$ cat config.mk
export PLATFORM = sky130hd
export DESIGN_NAME = axi_slave_interface_mt
export DESIGN_NICKNAME = d
export VERILOG_FILES = /design/src/rtl/axi_pkg.sv /design/src/rtl/axi_id_fifo.sv /design/src/rtl/axi_slave_interface_mt.sv
export SDC_FILE = /design/constraint.sdc
export NUM_CORES = 1
export LEC_CHECK = 0
export CORE_AREA = 2 2 149 151
export CTS_CLUSTER_DIAMETER = 40
export DETAILED_ROUTE_END_ITERATION = 6
export DIE_AREA = 0 0 151 153
export HOLD_SLACK_MARGIN = 0.12
export PLACE_DENSITY = 0.56
export SYNTH_ARGS = -nofsm -noshare
export SYNTH_HDL_FRONTEND = slang
export SYNTH_SLANG_ARGS = --single-unit
export TNS_END_PERCENT = 30
$ cat constraint.sdc
create_clock -name ACLK -period 2.7 [get_ports ACLK]
set_input_delay 0.405 -clock ACLK [delete_from_list [all_inputs] [get_ports ACLK]]
set_output_delay 0.405 -clock ACLK [all_outputs]
set_load 0.1 [all_outputs]
$ cat src/rtl/axi_pkg.sv
// Shared AXI definitions: burst and response encodings
// plus a constant clog2 helper used for counter widths.
package axi_pkg;

   localparam logic [1:0] BURST_FIXED = 2'b00;
   localparam logic [1:0] BURST_INCR  = 2'b01;
   localparam logic [1:0] BURST_WRAP  = 2'b10;

   localparam logic [1:0] RESP_OKAY   = 2'b00;
   localparam logic [1:0] RESP_EXOKAY = 2'b01;
   localparam logic [1:0] RESP_SLVERR = 2'b10;
   localparam logic [1:0] RESP_DECERR = 2'b11;

   function automatic int clog2(input int v);
      int r;
      r = 0;
      while ((1 << r) < v) r++;
      return r;
   endfunction

endpackage

$ cat src/rtl/axi_id_fifo.sv
// Synchronous FWFT FIFO with a registered head word.
// Ports: clk, rst (sync, high), push/din, pop, head, full, empty, count.
module axi_id_fifo
   import axi_pkg::*;
#(
   parameter int WIDTH = 1,
   parameter int DEPTH = 4
) (
   input  logic                   clk,
   input  logic                   rst,
   input  logic                   push,
   input  logic [WIDTH-1:0]       din,
   input  logic                   pop,
   output logic [WIDTH-1:0]       head,
   output logic                   full,
   output logic                   empty,
   output logic [clog2(DEPTH):0]  count
);

   localparam int AW = clog2(DEPTH);

   logic [WIDTH-1:0] mem [DEPTH];
   logic [AW-1:0]    wptr;
   logic [AW-1:0]    rptr;
   logic [AW-1:0]    rnext;
   logic             push_ok;
   logic             pop_ok;

   assign full    = (count == (AW+1)'(DEPTH));
   assign empty   = (count == '0);
   assign push_ok = push & ~full;
   assign pop_ok  = pop & ~empty;
   assign rnext   = rptr + 1'b1;

   always_ff @(posedge clk) begin
      if (push_ok) mem[wptr] <= din;
   end

   always_ff @(posedge clk) begin
      if (rst) begin
         wptr  <= '0;
         rptr  <= '0;
         count <= '0;
         head  <= '0;
      end else begin
         if (push_ok) wptr <= wptr + 1'b1;
         if (pop_ok)  rptr <= rnext;
         if (push_ok && !pop_ok)
            count <= count + 1'b1;
         else if (pop_ok && !push_ok)
            count <= count - 1'b1;
         // Head tracks the oldest entry; a push into a
         // FIFO that is (or becomes) empty bypasses mem.
         if (pop_ok)
            head <= (push_ok && count == (AW+1)'(1))
                    ? din : mem[rnext];
         else if (push_ok && empty)
            head <= din;
      end
   end

endmodule

$ cat src/rtl/axi_slave_interface_mt.sv
// AXI4 slave front-end to the PyCoRAM user bus with in-order
// ID tracking, RLAST generation and SLVERR mapping.
// Ports: ACLK/ARESET, S_AXI_* slave channels, user aw/w/b/ar/r
// channels, wr/rd_outstanding occupancy and sticky rlast_mismatch.
module axi_slave_interface_mt
   import axi_pkg::*;
#(
   parameter int C_S_AXI_ID_WIDTH   = 1,
   parameter int C_S_AXI_ADDR_WIDTH = 32,
   parameter int C_S_AXI_DATA_WIDTH = 32,
   parameter int C_S_AXI_USER_WIDTH = 1,
   parameter int C_OUTSTANDING      = 4
) (
   input  logic                            ACLK,
   input  logic                            ARESET,
   // AXI write address
   input  logic [C_S_AXI_ID_WIDTH-1:0]     S_AXI_AWID,
   input  logic [C_S_AXI_ADDR_WIDTH-1:0]   S_AXI_AWADDR,
   input  logic [7:0]                      S_AXI_AWLEN,
   input  logic [2:0]                      S_AXI_AWSIZE,
   input  logic [1:0]                      S_AXI_AWBURST,
   input  logic                            S_AXI_AWLOCK,
   input  logic [3:0]                      S_AXI_AWCACHE,
   input  logic [2:0]                      S_AXI_AWPROT,
   input  logic [3:0]                      S_AXI_AWQOS,
   input  logic [C_S_AXI_USER_WIDTH-1:0]   S_AXI_AWUSER,
   input  logic                            S_AXI_AWVALID,
   output logic                            S_AXI_AWREADY,
   // AXI write data
   input  logic [C_S_AXI_ID_WIDTH-1:0]     S_AXI_WID,
   input  logic [C_S_AXI_DATA_WIDTH-1:0]   S_AXI_WDATA,
   input  logic [C_S_AXI_DATA_WIDTH/8-1:0] S_AXI_WSTRB,
   input  logic                            S_AXI_WLAST,
   input  logic [C_S_AXI_USER_WIDTH-1:0]   S_AXI_WUSER,
   input  logic                            S_AXI_WVALID,
   output logic                            S_AXI_WREADY,
   // AXI write response
   output logic [C_S_AXI_ID_WIDTH-1:0]     S_AXI_BID,
   output logic [1:0]                      S_AXI_BRESP,
   output logic [C_S_AXI_USER_WIDTH-1:0]   S_AXI_BUSER,
   output logic                            S_AXI_BVALID,
   input  logic                            S_AXI_BREADY,
   // AXI read address
   input  logic [C_S_AXI_ID_WIDTH-1:0]     S_AXI_ARID,
   input  logic [C_S_AXI_ADDR_WIDTH-1:0]   S_AXI_ARADDR,
   input  logic [7:0]                      S_AXI_ARLEN,
   input  logic [2:0]                      S_AXI_ARSIZE,
   input  logic [1:0]                      S_AXI_ARBURST,
   input  logic                            S_AXI_ARLOCK,
   input  logic [3:0]                      S_AXI_ARCACHE,
   input  logic [2:0]                      S_AXI_ARPROT,
   input  logic [3:0]                      S_AXI_ARQOS,
   input  logic [C_S_AXI_USER_WIDTH-1:0]   S_AXI_ARUSER,
   input  logic                            S_AXI_ARVALID,
   output logic                            S_AXI_ARREADY,
   // AXI read data
   output logic [C_S_AXI_ID_WIDTH-1:0]     S_AXI_RID,
   output logic [C_S_AXI_DATA_WIDTH-1:0]   S_AXI_RDATA,
   output logic [1:0]                      S_AXI_RRESP,
   output logic                            S_AXI_RLAST,
   output logic [C_S_AXI_USER_WIDTH-1:0]   S_AXI_RUSER,
   output logic                            S_AXI_RVALID,
   input  logic                            S_AXI_RREADY,
   // User bus
   output logic                            awvalid,
   output logic [C_S_AXI_ADDR_WIDTH-1:0]   awaddr,
   output logic [7:0]                      awlen,
   input  logic                            awready,
   output logic [C_S_AXI_DATA_WIDTH-1:0]   wdata,
   output logic [C_S_AXI_DATA_WIDTH/8-1:0] wstrb,
   output logic                            wlast,
   output logic                            wvalid,
   input  logic                            wready,
   input  logic                            bvalid,
   output logic                            bready,
   input  logic                            berr,
   output logic                            arvalid,
   output logic [C_S_AXI_ADDR_WIDTH-1:0]   araddr,
   output logic [7:0]                      arlen,
   input  logic                            arready,
   input  logic [C_S_AXI_DATA_WIDTH-1:0]   rdata,
   input  logic                            rlast,
   input  logic                            rvalid,
   output logic                            rready,
   input  logic                            rerr,
   output logic [clog2(C_OUTSTANDING):0]   wr_outstanding,
   output logic [clog2(C_OUTSTANDING):0]   rd_outstanding,
   output logic                            rlast_mismatch
);

   localparam int IW = C_S_AXI_ID_WIDTH;

   logic          wfull, wempty, rfull, rempty;
   logic          aw_hs, b_hs, ar_hs, r_hs;
   logic [IW-1:0] whead_id;
   logic [IW+7:0] rhead;
   logic [IW-1:0] rhead_id;
   logic [7:0]    rhead_len;
   logic [7:0]    rbeat;

   // Sideband fields the user bus has no place for.
   logic unused_sideband;
   assign unused_sideband = ^{S_AXI_AWSIZE, S_AXI_AWBURST,
      S_AXI_AWLOCK, S_AXI_AWCACHE, S_AXI_AWPROT, S_AXI_AWQOS,
      S_AXI_AWUSER, S_AXI_WID, S_AXI_WUSER, S_AXI_ARSIZE,
      S_AXI_ARBURST, S_AXI_ARLOCK, S_AXI_ARCACHE, S_AXI_ARPROT,
      S_AXI_ARQOS, S_AXI_ARUSER};

   // Write address
   assign awvalid       = S_AXI_AWVALID & ~wfull;
   assign awaddr        = S_AXI_AWADDR;
   assign awlen         = S_AXI_AWLEN;
   assign S_AXI_AWREADY = awready & ~wfull & ~ARESET;
   assign aw_hs         = S_AXI_AWVALID & S_AXI_AWREADY;

   // Write data
   assign wdata         = S_AXI_WDATA;
   assign wstrb         = S_AXI_WSTRB;
   assign wlast         = S_AXI_WLAST;
   assign wvalid        = S_AXI_WVALID;
   assign S_AXI_WREADY  = wready;

   // Write response
   assign S_AXI_BVALID  = bvalid & ~wempty & ~ARESET;
   assign bready        = S_AXI_BREADY & ~wempty;
   assign S_AXI_BID     = whead_id;
   assign S_AXI_BRESP   = berr ? RESP_SLVERR : RESP_OKAY;
   assign S_AXI_BUSER   = '0;
   assign b_hs          = S_AXI_BVALID & S_AXI_BREADY;

   // Read address
   assign arvalid       = S_AXI_ARVALID & ~rfull;
   assign araddr        = S_AXI_ARADDR;
   assign arlen         = S_AXI_ARLEN;
   assign S_AXI_ARREADY = arready & ~rfull & ~ARESET;
   assign ar_hs         = S_AXI_ARVALID & S_AXI_ARREADY;

   // Read data
   assign rhead_id      = rhead[IW+7:8];
   assign rhead_len     = rhead[7:0];
   assign S_AXI_RVALID  = rvalid & ~rempty & ~ARESET;
   assign rready        = S_AXI_RREADY & ~rempty;
   assign S_AXI_RID     = rhead_id;
   assign S_AXI_RDATA   = rdata;
   assign S_AXI_RRESP   = rerr ? RESP_SLVERR : RESP_OKAY;
   assign S_AXI_RLAST   = (rbeat == rhead_len);
   assign S_AXI_RUSER   = '0;
   assign r_hs          = S_AXI_RVALID & S_AXI_RREADY;

   axi_id_fifo #(
      .WIDTH (IW),
      .DEPTH (C_OUTSTANDING)
   ) u_wfifo (
      .clk   (ACLK),
      .rst   (ARESET),
      .push  (aw_hs),
      .din   (S_AXI_AWID),
      .pop   (b_hs),
      .head  (whead_id),
      .full  (wfull),
      .empty (wempty),
      .count (wr_outstanding)
   );

   axi_id_fifo #(
      .WIDTH (IW + 8),
      .DEPTH (C_OUTSTANDING)
   ) u_rfifo (
      .clk   (ACLK),
      .rst   (ARESET),
      .push  (ar_hs),
      .din   ({S_AXI_ARID, S_AXI_ARLEN}),
      .pop   (r_hs & S_AXI_RLAST),
      .head  (rhead),
      .full  (rfull),
      .empty (rempty),
      .count (rd_outstanding)
   );

   always_ff @(posedge ACLK) begin
      if (ARESET) begin
         rbeat          <= '0;
         rlast_mismatch <= 1'b0;
      end else if (r_hs) begin
         rbeat <= S_AXI_RLAST ? 8'd0 : rbeat + 8'd1;
         if (rlast != S_AXI_RLAST) rlast_mismatch <= 1'b1;
      end
   end

endmodule
==> metrics.cfg, run 1 <==
[global_routing]
grt_pass1_wl_um = 15600
grt_pass1_vias = 2601
gr-usage-all-layers = 0.0905
antenna_found_initial = 0
grt-ovfl-total = 0
grt_max_degree = 26

[floorplan]
rows = 54
die_area_um2 = 23100
die_w_um = 151
die_h_um = 153
io_pins = 379
coreArea_um2 = 21500
start_util = 0.216

[logic_synthesis]
synth_edf_count = 40
yosysUniqueCellTypes = 44
ys.warnings.count = 0
netlist.area_leader.share = 0.259
synth.most_common_cell = buf_4
synth.area.top_cells = buf_4 (26%), edfxtp_1 (26%), dfxtp_1 (14%)
syn_inst = 430
avgSynthCellArea_um2 = 10.8
yosysSeqAreaShare = 0.402
ys_async_sr_fraction = 0
ys_top_cells_by_count = buf_4 (160), edfxtp_1 (40), dfxtp_1 (33)
synth_top_cell_by_area = buf_4
synth_ff_type = edfxtp_1
netlist_area_um2 = 4630
synth-seq-cells = 73

[cts]
clock_latency_ps = 340
post-cts-setup-buffers = 0
cts_inserted_buffers = 9
clk_pin_slew_ps = 60
numClockSinks = 73
ctsHoldBuffers = 0
cts_tree = built
cts_root_buffer = clkbuf_16
cts_resized = 0
cts_buffer_depth = 2
h-tree-depth = 3

[setup_path]
r2r_slack_ps = 390
r2r-start = u_rfifo.count[0]$_SDFFE_PP0P_
cp-start-kind = flip-flop
critPathMaxFanout = 5
worstPathRequired_ps = 2960
critical_path_class = reg2reg
critPathMaxStageDelay_ps = 400
critPathCaptureType = flip-flop
critPathSlowestCell = or3_1
path_cells = inv_1 -> ha_1 -> nand2b_1 -> and3_1 -> and3_1 -> inv_2 -> ha_1 -> or3_1 -> a21oi_1
worst_ep_arrival_time_ps = 2570
worstSetupStartpoint = u_rfifo.count[0]$_SDFFE_PP0P_

[power_and_ir_drop]
cellPowerDensity_nw_per_um2 = 663
ir_drop_uv = 453
p_total_w = 0.00306
leakagePower_nw = 1.69

[sta]
setup_viol = 0
slew_viol_final = 0
worst_pin_slew_ps = 708
final_hold_viol_count = 0
holdWs_ps = 476
finalCritPeriodShare = 0.854
period_needed_ps = 2310
clock_skew_ps = 6.06
slew_headroom = 0.527
rsz0062_at_grt = false
clock.fmax_mhz = 434

[detailed_routing]
ant_nets = 0
firstDrtPassIters = 4
drc = 0
viasPerCell = 3.97
routed_wl_um = 10600
drt_iter0_markers = 103
post_drt_wl_per_cell_um = 17.3
num_vias = 2441

[layout]
final_util = 0.215
drive_gt1_frac = 0.248
diodes = 0
fin_area_um2 = 4610
fin_nets = 553
areaGrowthSynthToFinish_pct = -0.459
fillCellCount = 2335

[placement]
place.port_buffers = 46
place.gp.congestion = 0.676
dpl.hpwl_um = 8500
place_area_um2 = 4310

[run_status]
status = finished, final reports clean

[job]
maxCapViolCount = 0

[hold_path]
hp-start = rlast_mismatch$_SDFFE_PP0P_
hold_class = reg2reg

## per-stage QoR
stage	std cells	setup slack, ps	TNS [ps]
2_1_floorplan	433	-130	-226
3_3_place_gp	599	218	0
3_5_place_dp	599	185	0
4_1_cts	615	381	0
5_1_grt	615	242	0
6_report	615	394	0
## worst max-delay path: cells and delay by family, from the launching register on
kind / cells / cell delay (ps)
compound gates: 1 / 150
buf+inv: 2 / 120
simple gates: 4 / 1010
fa+ha+maj: 2 / 590
flops: 1 / 370
## metal layers
metal,GRT usage,vias to the layer above,part of all wire
met5,0,-,0
met4,0.0538,0,0.056
met3,0.0567,46,0.13
met2,0.155,157,0.51
met1,0.0796,1136,0.30
li1,-,1102,-
## power breakdown
part           total, W  leakage (nW)  internal [W]  switching (W)
clock network   0.00119         0.148      0.000712       0.000476
logic          0.000636         0.913      0.000194       0.000442
registers       0.00124         0.632       0.00121      0.0000288
total           0.00306          1.69       0.00211       0.000947
## sequential cells by signal (all words and copies together), names as in the netlist
register / cells
u_rfifo.rptr: 2
u_wfifo.wptr: 2
u_rfifo.wptr: 2
u_wfifo.mem: 4
u_wfifo.head: 1
u_wfifo.rptr: 2
u_rfifo.head: 9
u_rfifo.count: 3
u_rfifo.mem: 36
rbeat: 8
rlast_mismatch: 1
u_wfifo.count: 3
## logic make-up (layout without fill, tap and decap cells)
group / Yosys count / after routing / synth area share
compound gates: 39 / 39 / 0.0699
xor+xnor: 25 / 25 / 0.0473
fa+ha+maj: 19 / 19 / 0.0513
buf+inv: 193 / 95 / 0.292
flops: 73 / 73 / 0.402
mux: 12 / 12 / 0.0529
other cells: 1 / 4 / 0.000809
simple gates: 68 / 68 / 0.0840
## cell type report
class / count / area [um^2] / share of cell area
Sequential cell: 73 / 1870 / 0.406
Clock inverter: 5 / 42.5 / 0.00922
Multi-Input combinational cell: 167 / 1460 / 0.317
Clock buffer: 11 / 264 / 0.0572
Timing Repair Buffer: 57 / 541 / 0.117
Tap cell: 280 / 350 / 0.0760
Inverter: 22 / 82.6 / 0.0179
## worst paths after layout
path / to / cells after the start
setup / recovery: u_rfifo.count[2]$_SDFFE_PP0P_ / 9
setup reg to reg: u_rfifo.count[2]$_SDFFE_PP0P_ / 9
hold reg to reg: rlast_mismatch$_SDFFE_PP0P_ / 2
hold / removal: rlast_mismatch$_SDFFE_PP0P_ / 2
## cells in the final DEF (no fill, tap or decap), drive strengths merged, types with 2 or more instances in the layout
| cell type | count |
|---|---|
| a211oi | 10 |
| a21boi | 2 |
| a21oi | 9 |
| and2 | 12 |
| and3 | 5 |
| buf | 37 |
| clkbuf | 11 |
| clkdlybuf4s50 | 20 |
| clkinv | 2 |
| conb | 4 |
| dfxtp | 33 |
| edfxtp | 40 |
| ha | 19 |
| inv | 24 |
| mux2i | 2 |
| mux4 | 10 |
| nand2 | 6 |
| nand2b | 5 |
| nand4 | 5 |
| nor2 | 14 |
| nor2b | 3 |
| nor3 | 7 |
| nor4 | 3 |
| o21ai | 2 |
| o31ai | 2 |
| o32ai | 10 |
| or3 | 2 |
| xnor2 | 6 |
| xor2 | 19 |
No activity file was read; power rests on OpenSTA's default activity.
==> inputs of run 2 (changes only) <==
--- a/config.mk
+++ b/config.mk
@@ -6,10 +6,10 @@
 export NUM_CORES = 1
 export LEC_CHECK = 0
-export CORE_AREA = 2 2 149 151
+export CORE_AREA = 2 2 148 150
 export CTS_CLUSTER_DIAMETER = 40
 export DETAILED_ROUTE_END_ITERATION = 6
-export DIE_AREA = 0 0 151 153
+export DIE_AREA = 0 0 150 152
 export HOLD_SLACK_MARGIN = 0.12
-export PLACE_DENSITY = 0.56
+export PLACE_DENSITY = 0.59
 export SYNTH_ARGS = -nofsm -noshare
 export SYNTH_HDL_FRONTEND = slang
==> constraint.sdc (replaced) <==
create_clock -name ACLK -period 2.1 [get_ports ACLK]
set_input_delay 0.315 -clock ACLK [delete_from_list [all_inputs] [get_ports ACLK]]
set_output_delay 0.315 -clock ACLK [all_outputs]
set_load 0.01 [all_outputs]
==> metrics.cfg, run 2 (same netlist as run 1, synthesis figures left out) <==
[setup_path]
critical_path_class = reg2out
critPathCaptureType = output pin
worstPathRequired_ps = 1780  ; -1180 ps
r2r_cells = 8  ; -1
worst_ep_arrival_time_ps = 1730  ; -840 ps
cp-start-kind = flip-flop
r2r_slack_ps = 70  ; -320 ps
path_cells = xor2_1 -> nor4_2 -> and2_1 -> clkdlybuf4s15_1
critPathSlowestCell = nor4_2
critPathMaxStageDelay_ps = 380  ; -20 ps
critPathMaxFanout = 4  ; -1

[power_and_ir_drop]
cellPowerDensity_nw_per_um2 = 748  ; +13%
switching_share = 0.242  ; -0.0672
p_switching_w = 0.000878  ; -7.2%
p_int_w = 0.00275  ; +30%
ir_drop_uv = 474  ; +4.6%
p_comb_frac = 0.142  ; -0.066
p_total_w = 0.00363  ; +19%
leakagePower_nw = 1.80  ; +6.2%
seq_power_share = 0.438  ; +0.034
clkPwrFrac = 0.420  ; +0.032

[hold_path]
hold_class = reg2reg
whs_path_depth = 2  ; unchanged

[job]
maxCapViolCount = 0  ; unchanged

[detailed_routing]
firstDrtPassIters = 4  ; unchanged
drt_iter0_markers = 96  ; -6.8%
viasPerCell = 4.00  ; +0.86%
ant_nets = 0  ; unchanged
post_drt_wl_per_cell_um = 18.4  ; +6.4%
routed_wl_um = 11700  ; +10%
num_vias = 2554  ; +4.6%
drc = 0  ; unchanged

[sta]
setup_ws_ps = 56.3  ; -337 ps
period_needed_ps = 2040
finalCritPeriodShare = 0.973
setup_viol = 0  ; unchanged
final_hold_viol_count = 0  ; unchanged
slew_headroom = 0.609  ; +0.0811
slew_viol_final = 0  ; unchanged
clock_skew_ps = 8.53  ; +2.47 ps
worst_pin_slew_ps = 586  ; -121 ps
clock.fmax_mhz = 489

[floorplan]
die_h_um = 152  ; -0.65%
die_area_um2 = 22800  ; -1.3%
io_pins = 379  ; unchanged
coreArea_um2 = 21400  ; -0.63%
die_w_um = 150  ; -0.66%
rows = 54  ; unchanged
start_util = 0.217  ; +0.00136

[global_routing]
antenna_found_initial = 0  ; unchanged
gr-usage-all-layers = 0.100  ; +0.00973
grt-ovfl-total = 0  ; unchanged
grt_pass1_wl_um = 16800  ; +8.1%
grt_pass1_vias = 2739  ; +5.3%
grt_max_degree = 26  ; unchanged

[cts]
h-tree-depth = 3  ; unchanged
ctsHoldBuffers = 0  ; unchanged
cts_inserted_buffers = 9  ; unchanged
clock_latency_ps = 340  ; about the same
cts_tree = built
clk_pin_slew_ps = 60  ; about the same
cts_root_buffer = clkbuf_16
cts_buffer_depth = 2  ; unchanged
numClockSinks = 73  ; unchanged

[layout]
diodes = 0  ; unchanged
fin_area_um2 = 4850  ; +5.1%
drive_gt1_frac = 0.232  ; -0.0159
largest_reg_flops = 36  ; unchanged
mostFrequentLayoutCells = edfxtp_1 (40), clkdlybuf4s50_1 (37), buf_4 (30), dfxtp_1 (29), inv_1 (21)
largestRegisters = u_rfifo.mem: 36 flops, u_rfifo.head: 9 flops, rbeat: 8 flops
regMostFlops = u_rfifo.mem
areaGrowthSynthToFinish_pct = 4.64
fin_nets = 576  ; +4.2%
layout_commonest_cell = edfxtp_1

[placement]
place_area_um2 = 4530  ; +5.2%
place.gp.congestion = 0.738  ; +9.2%
place.port_buffers = 46  ; unchanged
dpl.hpwl_um = 9150  ; +7.7%
pre_cts_ws_ps = -214  ; -399 ps

[run_status]
status = finished, final reports clean

run 2: worst max-delay path, delay by kind of cell (launching register included):
kind	cells	cell delay [ps]
xor gates and xnor gates	1	180
buffers and inverters	1	260
DFF	1	340
and+or+nand+nor	2	600
run 2: stage by stage:
step / cells / utilization / hold WS [ps] / setup TNS (ps)
6_report: 638 / 0.227 / 471 / 0
5_1_grt: 638 / 0.227 / 519 / -50.8
4_1_cts: 638 / 0.226 / 477 / 0
3_5_place_dp: 621 / 0.212 / 471 / -3880
3_3_place_gp: 621 / 0.212 / 474 / -3880
2_1_floorplan: 433 / - / 414 / -33.8
run 2: timing repair:
action | CTS | global route
gates cloned | 0 | 0
gates resized for setup | 10 | 6
setup endpoints to repair | 7 | 4
pin swaps | 2 | 2
setup buffers | 1 | 0
run 2: layer usage:
layer	share of wire	global-route usage	vias to the layer above	wire length (um)
met5	0	0	-	0
li1	-	-	1148	-
met1	0.30	0.0847	1198	3510
met2	0.50	0.169	154	5810
met4	0.057	0.0683	0	669
met3	0.15	0.0658	54	1730
run 2: area by class of cell:
type	instances	area, um^2
Fill cell	2311	16500
Sequential cell	73	1870
Multi-Input combinational cell	167	1460
Timing Repair Buffer	80	786
Tap cell	280	350
Clock buffer	10	229
Inverter	22	82.6
Clock inverter	6	67.6
run 2: path summary, 6_finish.rpt:
kind | from | end
max | rbeat[1]$_SDFFE_PP0P_ | S_AXI_RLAST
min | rlast_mismatch$_SDFFE_PP0P_ | rlast_mismatch$_SDFFE_PP0P_
max reg2reg | rbeat[1]$_SDFFE_PP0P_ | u_rfifo.count[2]$_SDFFE_PP0P_
min reg2reg | rlast_mismatch$_SDFFE_PP0P_ | rlast_mismatch$_SDFFE_PP0P_
run 2: power by group through the flow:
stage | combinational (W) | sequential (W) | clock (W)
2_1_floorplan | 0.000565 | 0.00162 | 0
3_3_place_gp | 0.000502 | 0.00162 | 0
3_5_place_dp | 0.000517 | 0.00162 | 0
4_1_cts | 0.000519 | 0.00159 | 0.00158
5_1_grt | 0.000568 | 0.00159 | 0.00163
6_report | 0.000514 | 0.00159 | 0.00152
==> inputs of run 3 (changes only) <==
Settings changed: CELL_PAD_IN_SITES_DETAIL_PLACEMENT from default to 0, CELL_PAD_IN_SITES_GLOBAL_PLACEMENT from default to 1, CORE_AREA 2 2 148 150 to default, CORE_MARGIN from default to 2, CORE_UTILIZATION from default to 21, DIE_AREA 0 0 150 152 to default, PLACE_DENSITY 0.59 to 0.77.
==> metrics.cfg, run 3 (same netlist as run 1, synthesis figures left out) <==
[cts]
cts_tree = built
clk_pin_slew_ps = 60  ; about the same
post-cts-setup-buffers = 0  ; -1
clock_latency_ps = 340  ; about the same
cts_root_buffer = clkbuf_16
numClockSinks = 73  ; unchanged
h-tree-depth = 3  ; unchanged
ctsHoldBuffers = 0  ; unchanged
cts_buffer_depth = 2  ; unchanged
cts_inserted_buffers = 9  ; unchanged

[floorplan]
coreArea_um2 = 21800  ; +1.9%
start_util = 0.213  ; -0.00404
io_pins = 379  ; unchanged
die_w_um = 153  ; +1.7%
rows = 54  ; unchanged
die_area_um2 = 23300  ; +2.0%
die_h_um = 153  ; +0.35%

[setup_path]
critPathBufInv = 1  ; unchanged
worstPathRequired_ps = 2370  ; +590 ps
critPathMaxStageDelay_ps = 360  ; -20 ps
cp-start-kind = flip-flop
critPathSlowestCell = nor4_2
critical_path_class = reg2reg
critical_path.top_delay_family = simple AND/OR/NAND/NOR gates
worst_ep_arrival_time_ps = 2250  ; +520 ps
critPathCaptureType = flip-flop
path_cells = xor2_1 -> nor4_2 -> and3_1 -> inv_2 -> ha_4 -> mux2i_1 -> or3_1 -> a21oi_1
critPathMaxFanout = 4  ; unchanged

[detailed_routing]
ant_nets = 0  ; unchanged
num_vias = 2476  ; -3.1%
drt_iter0_markers = 82  ; -15%
drc = 0  ; unchanged
post_drt_wl_per_cell_um = 15.8  ; -14%
routed_wl_um = 10100  ; -14%
firstDrtPassIters = 4  ; unchanged
viasPerCell = 3.89  ; -2.9%

[global_routing]
use_met3 = 0.0555  ; -0.0103
grt_pass1_vias = 2543  ; -7.2%
met1_usage = 0.0777  ; -0.00698
grt_pass1_wl_um = 14800  ; -12%
grt_max_degree = 26  ; unchanged
grtUsageMet2 = 0.135  ; -0.0334
gr-usage-all-layers = 0.0841  ; -0.0161
grt.busiest_layer = met2
grt-ovfl-total = 0  ; unchanged
antenna_found_initial = 0  ; unchanged

[sta]
clock_skew_ps = 7.53  ; -0.999 ps
setup_viol = 0  ; unchanged
rsz0062_at_grt = true
slew_headroom = 0.589  ; -0.0200
worst_pin_slew_ps = 616  ; +29.9 ps
holdWs_ps = 401  ; -70.6 ps
period_needed_ps = 1980  ; -65.1 ps
setup_ws_ps = 121  ; +65.1 ps
slew_viol_final = 0  ; unchanged
clock.fmax_mhz = 505  ; +3.3%
final_hold_viol_count = 0  ; unchanged
finalCritPeriodShare = 0.942  ; -0.0310

[layout]
largest_reg_flops = 36  ; unchanged
mostFrequentLayoutCells = edfxtp_1 (40), clkdlybuf4s50_1 (36), dfxtp_1 (30), buf_4 (27), inv_1 (21)
layout_commonest_cell = edfxtp_1
diodes = 0  ; unchanged
final_util = 0.222  ; -0.00515
regMostFlops = u_rfifo.mem
fillCellCount = 2346  ; +1.5%
fin_area_um2 = 4830  ; -0.41%
largestRegisters = u_rfifo.mem: 36 flops, u_rfifo.head: 9 flops, rbeat: 8 flops
areaGrowthSynthToFinish_pct = 4.21
fin_nets = 575  ; -0.17%
drive_gt1_frac = 0.227  ; -0.00495

[power_and_ir_drop]
ir_drop_uv = 580  ; +22%
leakagePower_nw = 1.80  ; +0.18%
cellPowerDensity_nw_per_um2 = 750  ; +0.31%

[run_status]
status = finished, final reports clean

[placement]
pre_cts_ws_ps = -92.5  ; +122 ps
dpl.hpwl_um = 7530  ; -18%
place.port_buffers = 46  ; unchanged
place_area_um2 = 4530  ; -0.11%
place.gp.congestion = 0.693  ; -6.2%

[job]
maxCapViolCount = 0  ; unchanged

[hold_path]
hold_class = in2reg

## run 3: report_power, final
part	internal (W)	leakage, nW	total (W)	switching, W
Combinational	0.000262	1.03	0.000506	0.000244
Clock	0.000925	0.143	0.00153	0.000608
Sequential	0.00155	0.631	0.00158	0.0000309
## run 3: final cells by class
cell class | count | area (um^2) | share of cell area
Clock buffer | 10 | 229 | 0.0474
Clock inverter | 6 | 68.8 | 0.0143
Inverter | 22 | 82.6 | 0.0171
Multi-Input combinational cell | 167 | 1460 | 0.302
Sequential cell | 73 | 1870 | 0.387
Tap cell | 280 | 350 | 0.0726
Timing Repair Buffer | 79 | 771 | 0.160
## run 3: metrics by stage
stage / setup TNS [ps] / std cells / total power, W
5_1_grt: -35.0 / 637 / 0.00380
4_1_cts: -53.1 / 637 / 0.00369
3_3_place_gp: -102 / 621 / 0.00214
3_5_place_dp: -99.9 / 621 / 0.00214
6_report: 0 / 637 / 0.00362
2_1_floorplan: -33.8 / 433 / 0.00218
## run 3: worst paths after layout
kind / cells past startpoint / startpoint / slack [ps] / endpoint
setup reg to reg: 8 / rbeat[1]$_SDFFE_PP0P_ / 120 / u_rfifo.count[2]$_SDFFE_PP0P_
hold reg to reg: 2 / rlast_mismatch$_SDFFE_PP0P_ / 470 / rlast_mismatch$_SDFFE_PP0P_
setup / recovery: 8 / rbeat[1]$_SDFFE_PP0P_ / 120 / u_rfifo.count[2]$_SDFFE_PP0P_
hold / removal: 4 / ARESET / 400 / rlast_mismatch$_SDFFE_PP0P_
## run 3: routing by layer
layer / share of wire / vias to the layer above
met4: 0.054 / 0
met1: 0.35 / 1149
met5: 0 / -
met3: 0.13 / 58
li1: - / 1146
met2: 0.47 / 123
## run 3: timing repair
item / 4_1_cts / 5_1_grt
pin swaps: 0 / 1
resized for setup: 8 / 7
endpoints found under the setup margin: 7 / 6
endpoints found under the hold margin: 0 / 0
## run 3: worst min-delay path, cell delays in order
cell	delay, ps
buf_2	120
nor2b_1	70
nand3_1	100
o22ai_1	80
==> RTL edit 1: new RTL, settings of run 3 <==
Change the parameter `C_OUTSTANDING` from 4 to 8.
--- a/src/rtl/axi_slave_interface_mt.sv
+++ b/src/rtl/axi_slave_interface_mt.sv
@@ -11,3 +11,3 @@
    parameter int C_S_AXI_USER_WIDTH = 1,
-   parameter int C_OUTSTANDING      = 4
+   parameter int C_OUTSTANDING      = 8
 ) (
Ports: changed (resized rd_outstanding and wr_outstanding); port bits go from 379 to 381. The function was not compared with the original's and may differ.
==> RTL edit 1 against run 3 <==
- final area up 54%
- total power up 69%
- largest cell class unchanged
- wire length up 55%
- area after synthesis up 40%
- critical path type unchanged
- worst setup slack worse by 61 ps
- highest routed layer is now met5
- clock skew down 0.99 ps
- sequential cell count up 46
==> RTL edit 1: results (changes against run 3) <==
Reg area=3200 um^2 (+71%); DRT Wirelength=15.6 mm (+55%); Clock-cell share=7.52% (+1.3 points); Top Registers=u_rfifo.mem x72, u_rfifo.head x9; worst skew pair latency=420 ps (+80 ps); clock buf count=17 (+7); pin count of the biggest net entering global routing=23 (-12%); multi-input gates=237 (+42%); first-pass GRT wire length=22.9 mm (+55%); Clock Skew=6.54 ps (-0.993 ps); Synth cell types=49 (+11%); Critical Path Max Stage Delay=410 ps (+50 ps); share of the yosys chip area belonging to registers=49.1% (+8.9 points); top cells by count, synth=buf_4 (157), edfxtp_1 (80), dfxtp_1 (39); Leak=2.55 nW (+42%); Worst VDD drop=0.000458 V (-21%); r2r worst-path depth=10 (+2); post_cts resized=25 (+17); 1st-iter DRT viols=139 (+70%); area grow syn2layout=14.5%; highest routed metal layer=met5; Cell Area, Synth=6480 um^2 (+40%); mux cell area share after synthesis=11.0% (+5.7 points); inverters=8 (-64%); Logic power comb=798 uW (+58%); share of layout cells above drive strength 1=29.2% (+6.5 points); Hold Slack=448 ps (+46.7 ps); PortBufs=48 (+4.3%); wire length on met1=5.11 mm (+46%); Compound-Gate Fraction of Synth Area=2.41% (-4.6 points); Fillers=3,138 (+34%); RR Startpoint=u_wfifo.count[1]$_SDFFE_PP0P_; Repair and plain buffers=110 (+39%); Hold Crit Class=reg2reg; status=completed; GRT Util Overall=9.73% (+1.3 points); Hold Startpoint=rlast_mismatch$_SDFFE_PP0P_; met2 WL=8.40 mm (+77%); Post-DP Area=6800 um^2 (+50%); placed insts=868 (+40%); Clock Power Share=44.5% (+2.1 points); antenna violations before repair=2 (+2); Synth Area in XOR/XNOR=4.17% (-0.56 points); Layout Nets=710 (+23%); routability cong.=0.740 (+6.8%); Signal buf overhead=13.6% (-2.3 points); Post-synth EDFFs=80 (+100%); drt via density=3.98 (+2.4%); reg-to-reg endpoint=u_wfifo.count[3]$_SDFFE_PP0P_; via count=3,577 (+44%); Synth area leaders=edfxtp_1 (37%), buf_4 (18%), dfxtp_1 (12%); worst hold stages=2 (-2)
[RTL edit 1: per-layer routing]
metal,vias up,global-route usage (%)
li1,1651,-
met1,1702,8.67
met5,-,0
met3,65,4.52
met2,155,17.6
met4,4,6.24
[RTL edit 1: how the worst max path moves through the flow]
stage / endpoint / start / slack, ps
6_report: u_wfifo.count[3]$_SDFFE_PP0P_ / u_wfifo.count[1]$_SDFFE_PP0P_ / 60
3_5_place_dp: u_rfifo.mem[0][4]$_DFFE_PP_ / ARESET / -320
2_1_floorplan: u_rfifo.count[3]$_SDFFE_PP0P_ / u_rfifo.count[0]$_SDFFE_PP0P_ / -160
4_1_cts: u_rfifo.count[3]$_SDFFE_PP0P_ / u_rfifo.count[1]$_SDFFE_PP0P_ / -30
3_3_place_gp: u_rfifo.mem[0][4]$_DFFE_PP_ / ARESET / -260
5_1_grt: u_wfifo.count[3]$_SDFFE_PP0P_ / u_wfifo.count[1]$_SDFFE_PP0P_ / -20
==> RTL edit 2: new RTL, config.mk and constraints of run 3 <==
Without the edit above. Reset style: asynchronous (`ARESET` and `rst`), changed in 2 clocked blocks.
--- a/src/rtl/axi_id_fifo.sv
+++ b/src/rtl/axi_id_fifo.sv
@@ -38,3 +38,3 @@
 
-   always_ff @(posedge clk) begin
+   always_ff @(posedge clk or posedge rst) begin
       if (rst) begin
--- a/src/rtl/axi_slave_interface_mt.sv
+++ b/src/rtl/axi_slave_interface_mt.sv
@@ -179,3 +179,3 @@
 
-   always_ff @(posedge ACLK) begin
+   always_ff @(posedge ACLK or posedge ARESET) begin
       if (ARESET) begin
Function: differs if ARESET is asserted again (counterexample within 4 cycles, from zero or initial values and one cycle with ARESET high); with ARESET held inactive, the same outputs for 4 cycles.
==> RTL edit 2 against run 3 <==
- count of clock-buffer cells in the layout is 1 lower
- area after synthesis grew 1.3%
- first-iteration DRC count up 130%
- wire length down 9.6%
- highest routed layer unchanged
- sequential cell count unchanged
- final area up 2.9%
- critical endpoint is now S_AXI_RLAST
- worst setup slack lost 56 ps
Power is not compared: it rests on default switching activity, and its combinational part moved more than twofold at a synthesized area within 25%.
==> RTL edit 2: results (changes against run 3) <==
Synth Area in XOR/XNOR=4.29% (-0.43 points); Synth Area in Adders=5.06% (-0.067 points); Hold Crit Class=in2async; routed length per instance=14.6 um (-7.4%); CTS buffer count=9 (unchanged); GRT Util Overall=7.54% (-0.87 points); Clock Skew=8.10 ps (+0.571 ps); Logic power comb=1.73 mW; highest routed metal layer=met4; drt via density=3.90 (+0.38%); first-pass GRT wire length=13.9 mm (-6.2%); routability cong.=0.761 (+9.9%); top_reg_cell synth=edfxtp_1; Synth cell types=43 (-2.3%); CP max-delay cell=dfrtp_2; first drt pass iteration count=4 (unchanged); Async SR Flop Fraction=45.2% (+45 points); Worst VDD drop=0.000343 V; Int Pwr=3.81 mW; Place WS=-110 ps (-17.9 ps); pin count of the biggest net entering global routing=18 (-31%); Compound-Gate Fraction of Synth Area=5.68% (-1.3 points); final std cells w/o fill=622 (-2.4%); status=completed; share of layout cells above drive strength 1=22.8% (+0.12 points); Synth area leaders=edfxtp_1 (26%), buf_4 (25%), dfrtp_1 (18%); top cells by count, synth=buf_4 (157), edfxtp_1 (40), dfrtp_1 (33); synthesized netlist cell count=409 (-4.9%); Layout Nets=560 (-2.6%); mux cell area share after synthesis=5.46% (+0.17 points); dpl hpwl=6.76 mm (-10%); worst skew pair latency=330 ps; antenna violations before repair=0 (unchanged); Clock Tree Buf Depth=2 (unchanged); share of the yosys chip area belonging to registers=43.2% (+3.0 points); H-tree depth=3 (unchanged); Leak=1.97 nW; metal3 WL=907 um (-29%); Worst-path clk slew=70 ps; PortBufs=46 (unchanged); clock distribution power=1.70 mW; Seq. pwr=2.09 mW; Top Registers=u_rfifo.mem x36, u_rfifo.head x9, rbeat x8; vias in the first global route=2,550 (+0.28%); Worst Path Arrival=1720 ps (-530 ps); wire length on met1=3.73 mm (+6.6%); met2 WL=4.12 mm (-13%); Ys Warns=0 (unchanged); 1st-iter DRT viols=187 (+130%); r2r worst-path depth=7 (-1); Antenna Diode Count=0 (unchanged); Critical Path Max Stage Delay=440 ps (+80 ps); placed insts=605 (-2.6%); total grt overflow=0 (unchanged); CTS root buffer=clkbuf_16; Post-DP Area=4580 um^2 (+1.2%); critical-path maximum fanout=6 (+2)
RTL edit 2: repair_timing:
action                                  4_1_cts  5_1_grt
setup buffers                                 0        1
endpoints found under the hold margin         0        0
endpoints found under the setup margin        8       18
resized for setup                             9       11
pin swaps                                     0        1
RTL edit 2: worst paths after layout:
check                      slack, ps                      endpoint                  startpoint
max                               70                   S_AXI_RLAST        rbeat[2]$_DFFE_PP0P_
max reg2reg                      100   u_rfifo.head[7]$_DFFE_PP0P_        rbeat[2]$_DFFE_PP0P_
max in group asynchronous       1330          rbeat[2]$_DFFE_PP0P_                      ARESET
min                              320  u_wfifo.count[0]$_DFFE_PP0P_                      ARESET
min in group ACLK                460    rlast_mismatch$_DFFE_PP0P_  rlast_mismatch$_DFFE_PP0P_
min reg2reg                      460    rlast_mismatch$_DFFE_PP0P_  rlast_mismatch$_DFFE_PP0P_
RTL edit 2: worst register-to-register path, stage by stage, from the launching register on:
cell and delay [ps]:
dfrtp_2 440, xor2_1 200, nor4_4 320, and2_4 190
buf_4 180, a41oi_4 140, buf_12 160, o221a_1 250
RTL edit 2: logic make-up after synthesis:
| logic type | after synthesis |
|---|---|
| AO/OA/AOI/OAI | 31 |
| XOR/XNOR | 23 |
| adder cells (fa/ha/maj) | 19 |
| buffers and inverters | 176 |
| flip-flops | 73 |
| multiplexers | 13 |
| other | 1 |
| AND/OR/NAND/NOR | 73 |
RTL edit 2: metal layers:
metal / vias up / track usage (%)
li1: 1091 / -
met1: 1159 / 8.48
met2: 135 / 11.3
met3: 42 / 4.20
met4: 0 / 4.11
met5: - / 0.828
RTL edit 2: final cells by class:
cell class,count,area [um^2]
Tap cell,280,350
Sequential cell,73,2030
Multi-Input combinational cell,163,1440
Timing Repair Buffer,79,769
Clock inverter,7,108
Clock buffer,9,225
Fill cell,2333,16900
Inverter,11,45.0
